### src/rtl/lsu_pkg.sv
// Shared types and helpers for the load/store unit: funct3 encodings, FSM states,
// the captured-request record and the access legality check.
package lsu_pkg;

  localparam logic [2:0] F3_B  = 3'b000;
  localparam logic [2:0] F3_H  = 3'b001;
  localparam logic [2:0] F3_W  = 3'b010;
  localparam logic [2:0] F3_BU = 3'b100;
  localparam logic [2:0] F3_HU = 3'b101;

  typedef enum logic [1:0] {
    IDLE  = 2'd0,
    READ  = 2'd1,
    WRITE = 2'd2,
    RESP  = 2'd3
  } lsu_state_t;

  typedef struct packed {
    logic        write;
    logic [2:0]  funct3;
    logic [31:0] wdata;
  } req_meta_t;

  // Unsigned variants only exist for loads, so BU/HU encodings are illegal stores.
  function automatic logic req_misaligned(input logic       write,
                                          input logic [2:0] funct3,
                                          input logic [1:0] lane);
    logic err;
    err = 1'b0;
    case (funct3)
      F3_B:    err = 1'b0;
      F3_H:    err = lane[0];
      F3_W:    err = (lane != 2'b00);
      F3_BU:   err = write;
      F3_HU:   err = write | lane[0];
      default: err = 1'b1;
    endcase
    return err;
  endfunction

endpackage

### src/rtl/lsu_if.sv
// Core request/response and word-memory port bundle for the load/store unit.
// slave is the unit's view; master is the core + memory environment's view.
interface lsu_if #(
  parameter int ADDR_WIDTH = 32
);
  logic                  req_valid;
  logic                  req_ready;
  logic                  req_write;
  logic [2:0]            req_funct3;
  logic [ADDR_WIDTH-1:0] req_addr;
  logic [31:0]           req_wdata;
  logic                  rsp_valid;
  logic [31:0]           rsp_rdata;
  logic                  rsp_misaligned;
  logic [ADDR_WIDTH-1:0] mem_address;
  logic [31:0]           mem_write_data;
  logic                  mem_write_enable;
  logic [31:0]           mem_read_data;

  modport slave (
    input  req_valid, req_write, req_funct3, req_addr, req_wdata, mem_read_data,
    output req_ready, rsp_valid, rsp_rdata, rsp_misaligned,
           mem_address, mem_write_data, mem_write_enable
  );

  modport master (
    output req_valid, req_write, req_funct3, req_addr, req_wdata, mem_read_data,
    input  req_ready, rsp_valid, rsp_rdata, rsp_misaligned,
           mem_address, mem_write_data, mem_write_enable
  );
endinterface

### src/rtl/lsu_lane_align.sv
// Combinational lane logic: byte/half extraction with sign/zero extension for loads,
// and byte/half merge into the fetched word for read-modify-write stores.
module lsu_lane_align
  import lsu_pkg::*;
(
  input  logic [31:0] word,
  input  logic [1:0]  lane,
  input  logic [2:0]  funct3,
  input  logic [31:0] wdata,
  output logic [31:0] load_result,
  output logic [31:0] merged_word
);

  logic [7:0]  byte_sel;
  logic [15:0] half_sel;

  always_comb begin
    byte_sel = word[{lane, 3'b000} +: 8];
    half_sel = word[{lane[1], 4'b0000} +: 16];

    load_result = '0;
    case (funct3)
      F3_B:    load_result = {{24{byte_sel[7]}}, byte_sel};
      F3_H:    load_result = {{16{half_sel[15]}}, half_sel};
      F3_W:    load_result = word;
      F3_BU:   load_result = {24'h0, byte_sel};
      F3_HU:   load_result = {16'h0, half_sel};
      default: load_result = '0;
    endcase

    // Full-word stores bypass the fetched word entirely.
    merged_word = wdata;
    case (funct3)
      F3_B: begin
        merged_word = word;
        merged_word[{lane, 3'b000} +: 8] = wdata[7:0];
      end
      F3_H: begin
        merged_word = word;
        merged_word[{lane[1], 4'b0000} +: 16] = wdata[15:0];
      end
      default: merged_word = wdata;
    endcase
  end

endmodule

### src/rtl/load_store_unit.sv
// One-at-a-time load/store initiator on a word-only memory; latency error 1, load/SW 2,
// SB/SH 3 cycles (read-modify-write); req_ready only in IDLE, response has no backpressure.
module load_store_unit
  import lsu_pkg::*;
#(
  parameter int ADDR_WIDTH = 32
) (
  input  logic clk,
  input  logic rst_n,
  lsu_if.slave bus
);

  lsu_state_t            state_q, state_d;
  logic [ADDR_WIDTH-1:0] addr_q;
  req_meta_t             meta_q;
  logic                  err_q;
  logic [31:0]           word_q;
  logic [31:0]           result_q;

  logic                  req_err;
  logic [31:0]           lane_word;
  logic [31:0]           load_result;
  logic [31:0]           merged_word;
  logic [ADDR_WIDTH-1:0] word_addr;

  logic                  ready_c;
  logic                  rsp_valid_c;
  logic [31:0]           rsp_rdata_c;
  logic                  rsp_mis_c;
  logic [ADDR_WIDTH-1:0] mem_addr_c;
  logic [31:0]           mem_wdata_c;
  logic                  mem_we_c;

  assign req_err   = req_misaligned(bus.req_write, bus.req_funct3, bus.req_addr[1:0]);
  assign word_addr = {addr_q[ADDR_WIDTH-1:2], 2'b00};
  // READ works on the live memory word; WRITE merges into the copy captured in READ.
  assign lane_word = (state_q == READ) ? bus.mem_read_data : word_q;

  lsu_lane_align u_lane_align (
    .word        (lane_word),
    .lane        (addr_q[1:0]),
    .funct3      (meta_q.funct3),
    .wdata       (meta_q.wdata),
    .load_result (load_result),
    .merged_word (merged_word)
  );

  always_ff @(posedge clk) begin
    if (!rst_n) begin
      state_q  <= IDLE;
      addr_q   <= '0;
      meta_q   <= '0;
      err_q    <= 1'b0;
      word_q   <= '0;
      result_q <= '0;
    end else begin
      state_q <= state_d;
      if (state_q == IDLE && bus.req_valid) begin
        addr_q        <= bus.req_addr;
        meta_q.write  <= bus.req_write;
        meta_q.funct3 <= bus.req_funct3;
        meta_q.wdata  <= bus.req_wdata;
        err_q         <= req_err;
        result_q      <= '0;
      end
      if (state_q == READ) begin
        word_q <= bus.mem_read_data;
        if (!meta_q.write) result_q <= load_result;
      end
    end
  end

  always_comb begin
    state_d     = state_q;
    ready_c     = 1'b0;
    rsp_valid_c = 1'b0;
    rsp_rdata_c = '0;
    rsp_mis_c   = 1'b0;
    mem_addr_c  = '0;
    mem_wdata_c = '0;
    mem_we_c    = 1'b0;

    case (state_q)
      IDLE: begin
        ready_c = 1'b1;
        if (bus.req_valid) begin
          if (req_err)
            state_d = RESP;
          else if (bus.req_write && bus.req_funct3 == F3_W)
            state_d = WRITE;
          else
            state_d = READ;
        end
      end
      READ: begin
        mem_addr_c = word_addr;
        state_d    = meta_q.write ? WRITE : RESP;
      end
      WRITE: begin
        mem_addr_c  = word_addr;
        mem_wdata_c = merged_word;
        mem_we_c    = 1'b1;
        state_d     = RESP;
      end
      RESP: begin
        rsp_valid_c = 1'b1;
        rsp_rdata_c = result_q;
        rsp_mis_c   = err_q;
        state_d     = IDLE;
      end
      default: state_d = IDLE;
    endcase

    // Reset is synchronous, so the outputs must be forced quiet before the edge lands.
    if (!rst_n) begin
      ready_c     = 1'b0;
      rsp_valid_c = 1'b0;
      rsp_rdata_c = '0;
      rsp_mis_c   = 1'b0;
      mem_addr_c  = '0;
      mem_wdata_c = '0;
      mem_we_c    = 1'b0;
    end
  end

  assign bus.req_ready        = ready_c;
  assign bus.rsp_valid        = rsp_valid_c;
  assign bus.rsp_rdata        = rsp_rdata_c;
  assign bus.rsp_misaligned   = rsp_mis_c;
  assign bus.mem_address      = mem_addr_c;
  assign bus.mem_write_data   = mem_wdata_c;
  assign bus.mem_write_enable = mem_we_c;

endmodule

### src/flat_wrapper.sv
// flat-port wrapper written by rule: the top's interface ports become plain ports
module load_store_unit_flat import lsu_pkg::*;
#(
  parameter int ADDR_WIDTH = 32
)
  (clk, rst_n, bus_req_valid, bus_req_write, bus_req_funct3, bus_req_addr, bus_req_wdata, bus_mem_read_data, bus_req_ready, bus_rsp_valid, bus_rsp_rdata, bus_rsp_misaligned, bus_mem_address, bus_mem_write_data, bus_mem_write_enable);
  lsu_if #(.ADDR_WIDTH(ADDR_WIDTH)) bus_i ();
  input  logic clk;
  input  logic rst_n;
  input wire logic [$bits(bus_i.req_valid)-1:0] bus_req_valid;
  input wire logic [$bits(bus_i.req_write)-1:0] bus_req_write;
  input wire logic [$bits(bus_i.req_funct3)-1:0] bus_req_funct3;
  input wire logic [$bits(bus_i.req_addr)-1:0] bus_req_addr;
  input wire logic [$bits(bus_i.req_wdata)-1:0] bus_req_wdata;
  input wire logic [$bits(bus_i.mem_read_data)-1:0] bus_mem_read_data;
  output wire logic [$bits(bus_i.req_ready)-1:0] bus_req_ready;
  output wire logic [$bits(bus_i.rsp_valid)-1:0] bus_rsp_valid;
  output wire logic [$bits(bus_i.rsp_rdata)-1:0] bus_rsp_rdata;
  output wire logic [$bits(bus_i.rsp_misaligned)-1:0] bus_rsp_misaligned;
  output wire logic [$bits(bus_i.mem_address)-1:0] bus_mem_address;
  output wire logic [$bits(bus_i.mem_write_data)-1:0] bus_mem_write_data;
  output wire logic [$bits(bus_i.mem_write_enable)-1:0] bus_mem_write_enable;
  assign bus_i.req_valid = bus_req_valid;
  assign bus_i.req_write = bus_req_write;
  assign bus_i.req_funct3 = bus_req_funct3;
  assign bus_i.req_addr = bus_req_addr;
  assign bus_i.req_wdata = bus_req_wdata;
  assign bus_i.mem_read_data = bus_mem_read_data;
  assign bus_req_ready = bus_i.req_ready;
  assign bus_rsp_valid = bus_i.rsp_valid;
  assign bus_rsp_rdata = bus_i.rsp_rdata;
  assign bus_rsp_misaligned = bus_i.rsp_misaligned;
  assign bus_mem_address = bus_i.mem_address;
  assign bus_mem_write_data = bus_i.mem_write_data;
  assign bus_mem_write_enable = bus_i.mem_write_enable;
  load_store_unit #(.ADDR_WIDTH(ADDR_WIDTH)) u_core (.clk(clk), .rst_n(rst_n), .bus(bus_i));
endmodule
### config.mk
export PLATFORM = sky130hd
export DESIGN_NAME = load_store_unit_flat
export DESIGN_NICKNAME = d
export VERILOG_FILES = /design/src/rtl/lsu_pkg.sv /design/src/rtl/lsu_if.sv /design/src/rtl/lsu_lane_align.sv /design/src/rtl/load_store_unit.sv /design/src/flat_wrapper.sv
export SDC_FILE = /design/constraint.sdc
export NUM_CORES = 1
export LEC_CHECK = 0
export ABC_AREA = 1
export ABC_CLOCK_PERIOD_IN_PS = 2900
export CAP_MARGIN = 10
export CORE_ASPECT_RATIO = 0.6
export CORE_MARGIN = 5
export CORE_UTILIZATION = 40
export DETAILED_ROUTE_END_ITERATION = 12
export PLACE_DENSITY = 0.68
export SETUP_SLACK_MARGIN = 0.05
export SYNTH_ARGS = -nofsm -noshare
export SYNTH_HDL_FRONTEND = slang
export SYNTH_SLANG_ARGS = --single-unit
### constraint.sdc
create_clock -name clk -period 2.9 [get_ports clk]
set_clock_uncertainty 0.2 [all_clocks]
set_input_delay 0.435 -clock clk [delete_from_list [all_inputs] [get_ports clk]]
set_output_delay 0.435 -clock clk [all_outputs]
set_load 0.005 [all_outputs]
======== Word level (Yosys, flattened, before mapping) ========
Cells that the tools add are included.
cells by class
  add/subtract/negate cells ............... 2
  equal/unequal tests ..................... 12
  shifts and indexed selects .............. 6
  muxes and demuxes ....................... 28
  bitwise logic cells ..................... 1
  reductions and logical operators ........ 7
operators by type and width
  kind                                                                      count
  32-bit two-way mux                                                        10
  32-bit one-hot mux with 5 select lines                                    1
  32-bit bitwise mux                                                        2
  32-bit one-hot mux with 2 select lines                                    1
  16-bit by 7-bit variable shift with 32-bit output (first input constant)  1
  8-bit by 7-bit variable shift with 32-bit output (first input constant)   1
  16-bit by 7-bit indexed part select with 32-bit output                    1
  32-bit by 6-bit indexed part select with 16-bit output                    1
  32-bit by 6-bit indexed part select with 8-bit output                     1
  8-bit by 7-bit indexed part select with 32-bit output                     1
  5-bit negator with 7-bit output                                           2
  3-bit == test (second input constant)                                     4
  1-bit two-way mux                                                         9
  2-bit one-hot mux with 4 select lines                                     1
  3-bit by 1-bit == test with 1-bit output (second input constant)          2
  3-bit by 2-bit == test with 1-bit output (second input constant)          2
  3-bit logical NOT                                                         2
  2-bit two-way mux                                                         3
  1-bit one-hot mux with 5 select lines                                     1
  2-bit == test (second input constant)                                     2
  2-bit by 1-bit == test with 1-bit output (second input constant)          1
  1-bit logical AND                                                         2
  2-bit logical NOT                                                         1
  2-bit inequality test (second input constant)                             1
  other kinds (3)                                                           3
storage, ports and cells
  register bits ........................... 135
  bits of input ports ..................... 103
  output and inout port bits .............. 100

======== Logic depth before layout (Yosys ltp) ========
  word-level depth ........................ 6
  gate-level depth with buffers ........... 12
  gate-level depth less buffers ........... 11

======== Cells and area by module ========
From an unflattened synthesis, not the netlist that was laid out.
second synthesis, totals
  cell total of the unflattened synthesis .. 1,444
  area, all modules ....................... 8,340.5 um^2
by module, submodules not included
  module           times used  cells each  area each (um^2)  sequential area each (um^2)
  load_store_unit  1           861         5,805.6           2,702.6
  lsu_lane_align   1           583         2,534.9           0.0

======== Worst setup path before layout ========
No wires, ideal clock.
  path kind ............................... register -> output
  from .................................... reg u_core.addr_q[1]
  to ...................................... out bus_mem_write_data[0]
  data arrival time ....................... 1,855 ps
  slack ................................... 410 ps
  stages on the path, launching flop included .. 9
  path buffers ............................ 1
  cells stage by stage .................... dfxtp_1 > inv_1 > buf_1 > ha_1 > nor2_2 > nand3_1 > nand2_1 > a22oi_1 > nor2_1
on the way
  longest elaborated chain between the ends .. 6
  elaborated cells on any way between the ends .. 11
ends and longest elaborated chain
  element                                                                               line                                        source
  start, declared                                                                       load_store_unit.sv:14                       logic [ADDR_WIDTH-1:0] addr_q;
  start signal, assigned                                                                load_store_unit.sv:59                       addr_q <= bus.req_addr;
  5-bit negator with 7-bit output (on tied branches)                                    lsu_lane_align.sv:40, lsu_lane_align.sv:36
  16-bit by 7-bit indexed part select with 32-bit output, or another cell as far along  lsu_lane_align.sv:40                        merged_word[{lane[1], 4'b0000} +: 16] = wdata[15:0];
  32-bit bitwise mux (on tied branches)                                                 lsu_lane_align.sv:40, lsu_lane_align.sv:36
  32-bit one-hot mux with 2 select lines (*)                                            lsu_lane_align.sv:33                        case (funct3)
  32-bit two-way mux (*)                                                                load_store_unit.sv:83                       case (state_q)
  32-bit two-way mux (*)                                                                load_store_unit.sv:115                      if (!rst_n) begin
  end, declared                                                                         flat_wrapper.sv:21                          output wire logic [$bits(bus_i.mem_write_data)-1:0] bus_mem_write_data;
Every way passes the cells marked *; elsewhere a longest branch is shown, timed or not.

======== Worst setup path in the final report ========
  from .................................... reg u_core.state_q[1]
  to ...................................... out bus_mem_write_data[13]
on the way
  longest elaborated chain between the ends .. 6
  elaborated cells on any way between the ends .. 8
ends and longest elaborated chain
  element                                   line                                        source
  start, declared                           load_store_unit.sv:13                       lsu_state_t state_q, state_d;
  start signal, assigned                    load_store_unit.sv:57                       state_q <= state_d;
  2-bit by 1-bit == test with 1-bit output  load_store_unit.sv:37                       assign lane_word = (state_q == READ) ? bus.mem_read_data : word_q;
  32-bit two-way mux                        n/a
  32-bit bitwise mux (on tied branches)     lsu_lane_align.sv:40, lsu_lane_align.sv:36
  32-bit one-hot mux with 2 select lines    lsu_lane_align.sv:33
  32-bit two-way mux (*)                    load_store_unit.sv:83
  32-bit two-way mux (*)                    load_store_unit.sv:115
Marked as above.

==> out/metrics.cfg <==
[timing]
tns_ps=0
period_share_pct=96.15
maxSlewHeadroom_pct=53.35
tightest_slew_ps=698.1
max_freq_ghz=0.3586
hold_viol_final=0
rsz0062_at_grt=yes
whs_ps=124.1
fin_crit_ps=2788
setup_viol=0
slew_violations=0
fin_ws_ps=111.6

[synth]
async_reset_ff_share_pct=0
yosysTopAreaCellShare_pct=36.64
synthTopCellsByCount=nand2_1, nor2_1, dfxtp_1
synth_xor_area_share_pct=0
synth_top_family_by_area=simple AND/OR/NAND/NOR gates
synthAdderAreaFrac_pct=1.696
ys_seq_area_share_pct=36.64
ys_ff_latch=135
post_synth.cell_area_avg_sq_um=6.102
synth_compound_area_share_pct=16.16
synth_mux_area_share_pct=0
syn_inst=1209
yosysWarnings=0
synth.most_common_cell=nand2_1
synth_ff_type=dfxtp_1
synth-simple-area-share_pct=34.16
syn_area_sq_um=7377
ys_types=31
synth_edf_count=0
synth_area_leaders=dfxtp_1, nand2_1, nor2_1, inv_1, o21ai_0
yosys.area.top_type=dfxtp_1

[floorplanning]
die_y_um=115.2
core_sq_um=18110
io_pins=203
start_util_pct=40.72
die_w_um=185.3
rows=38
dieArea_sq_um=21350

[global_route]
grt_usage_pct=24.97
grt_pass1_wl_mm=42.18
grt_max_degree=112
grt-ovfl-total=0
grt_pass1_vias=7997
antenna_found_initial=0

[worst_setup_path]
crit_type=reg -> out
r2r_slack_ps=440
required_ps=2270
rr_endpoint=u_core.result_q[31]
reg2reg_depth=14
worst-endpoint-arrival_ps=2150
r2r_start=u_core.state_q[1]
endpoint_kind=output pin
critical_path_peak_fanout=11
startpoint_type=flop

[pwr]
leakagePower_uw=0.004835
p_per_area_nw_per_um2=923.7
peakVddDrop_mv=0.5365
total_power_uw=10240

[cts]
cts_max_level=4
clock_path_buffers=2
cts.sinks=135
clock_latency_ps=420
clkSlewWorstSetupHoldPaths_ps=60
cts-hold-fix-buffers=0
cts-root-buf=clkbuf_16
cts_tree=done
numCtsBuffers=17

[route]
via_per_inst=5.051
vias=8556
drt-total-wl_mm=27.45
wl_per_cell_um=16.20
drc=0
drt_iter0_markers=699
dr.pass1.iters=5
ant_nets=0

[layout]
drive_gt1_share_pct=14.79
num-nets-final=1554
synthToLayoutAreaGrowth_pct=50.24
seq_area_sq_um=2719
diodes=0
multiInputGateArea_sq_um=4133
fillers=1741
finalNonFillerCells=1694

[worst_hold_path]
hold_start=rst_n
holdPathStages=3
whs_endpoint=u_core.state_q[1]
hold_path_class=in -> reg

[place]
port_buffers=200
gp_congestion=0.9577
hpwl_mm=19.69
place_inst=1634
pre_cts_slack_ps=-98.75

[run_status]
status=completed

[run]
cap_violations=0

## placed cells by master (no fill, tap or decap), types with 4 or more instances in the layout
master | synthesis | routed
inv_1 | 131 | 122
inv_2 | 10 | 15
clkbuf_16 | 0 | 18
clkdlybuf4s15_1 | 0 | 5
nor2_1 | 224 | 217
nor2_2 | 1 | 6
o211ai_1 | 15 | 15
a31oi_1 | 5 | 4
ha_1 | 10 | 7
bufinv_16 | 0 | 4
buf_12 | 0 | 8
a21oi_2 | 0 | 6
o21ai_2 | 0 | 6
o21ai_0 | 98 | 84
dfxtp_2 | 0 | 4
a22oi_1 | 12 | 11
dlygate4sd2_1 | 0 | 6
o21ai_4 | 0 | 7
nand2_1 | 304 | 284
nand3_1 | 93 | 93
dlymetal6s2s_1 | 0 | 9
clkdlybuf4s50_1 | 0 | 165
a21oi_1 | 74 | 68
dfxtp_1 | 135 | 128
buf_2 | 12 | 7
o21ai_1 | 5 | 6
nand2_4 | 0 | 4
nand2_2 | 1 | 17
buf_4 | 2 | 70
clkbuf_2 | 0 | 7
nor2_4 | 2 | 4
buf_6 | 1 | 5
## where the power goes
group / switching, uW / internal (uW)
logic: 3140 / 2110
registers: 295 / 2340
clock network: 866 / 1490
## worst max-delay path by stage
stage | start | endpoint | slack [ps] | cells past startpoint
2_1_floorplan | u_core.addr_q[1] | bus_mem_write_data[0] | 410 | 8
4_1_cts | u_core.state_q[1] | bus_mem_write_data[18] | -160 | 11
3_3_place_gp | u_core.state_q[1] | bus_mem_write_data[22] | -0.6 | 9
6_report | u_core.state_q[1] | bus_mem_write_data[13] | 110 | 12
3_5_place_dp | u_core.state_q[1] | bus_mem_write_data[16] | -100 | 9
5_1_grt | u_core.meta_q[34] | bus_mem_write_data[1] | 30 | 9
## repair_timing
action                     CTS  global route
pin swaps                    9            24
setup endpoints to repair   63            61
buffers inserted             7            18
cloned                       2             1
resized for setup          101            84
## flip-flops by register name (all words and copies together) (netlist names)
| register | flops |
|---|---|
| u_core.err_q | 1 |
| u_core.word_q | 32 |
| u_core.result_q | 32 |
| u_core.state_q | 2 |
| u_core.addr_q | 32 |
| u_core.meta_q | 36 |
## final cells by class
class / instances / area share (%)
clock buffer: 21 / 4.154
multi-input combinational: 861 / 37.29
timing repair buffer: 285 / 24.89
inverter: 141 / 4.877
sequential: 135 / 24.53
tap: 240 / 2.709
clock inverter: 11 / 1.547
## logic make-up (layout without fill, tap and decap cells)
| family | after synthesis | count (layout) |
|---|---|---|
| AOI/OAI and AO/OA | 218 | 218 |
| adders and majority gates | 10 | 10 |
| buffers and inverters | 214 | 458 |
| DFF | 135 | 135 |
| other | 1 | 2 |
| and+or+nand+nor | 631 | 631 |
## stage by stage
stage	util [%]	cell area, sq um
finish	61.18	11080
global route	61.18	11080
CTS	59.64	10800
detailed placement	54.52	9876
global placement	54.52	9876
floorplan	-	7381
## critical path, cell delays in order, from the launching register on
cell and delay (ps):
dfxtp_2 350, inv_4 50, ha_4 200, buf_12 160, inv_4 90, buf_12 130
nand2_1 80, nand2_1 110, nand2_1 70, o211ai_1 90, nand2_1 100, inv_1 70
dlygate4sd2_1 230
## layer usage
layer	part of all wire [%]	track usage, %	up-vias	wire length (um)
li1	-	-	4275	-
met1	49	37.45	3922	13320
met2	41	35.46	339	11240
met3	9.6	7.461	20	2629
met4	0.93	4.888	0	256
met5	0	0	-	0
Power figures use the tool's default switching activity.
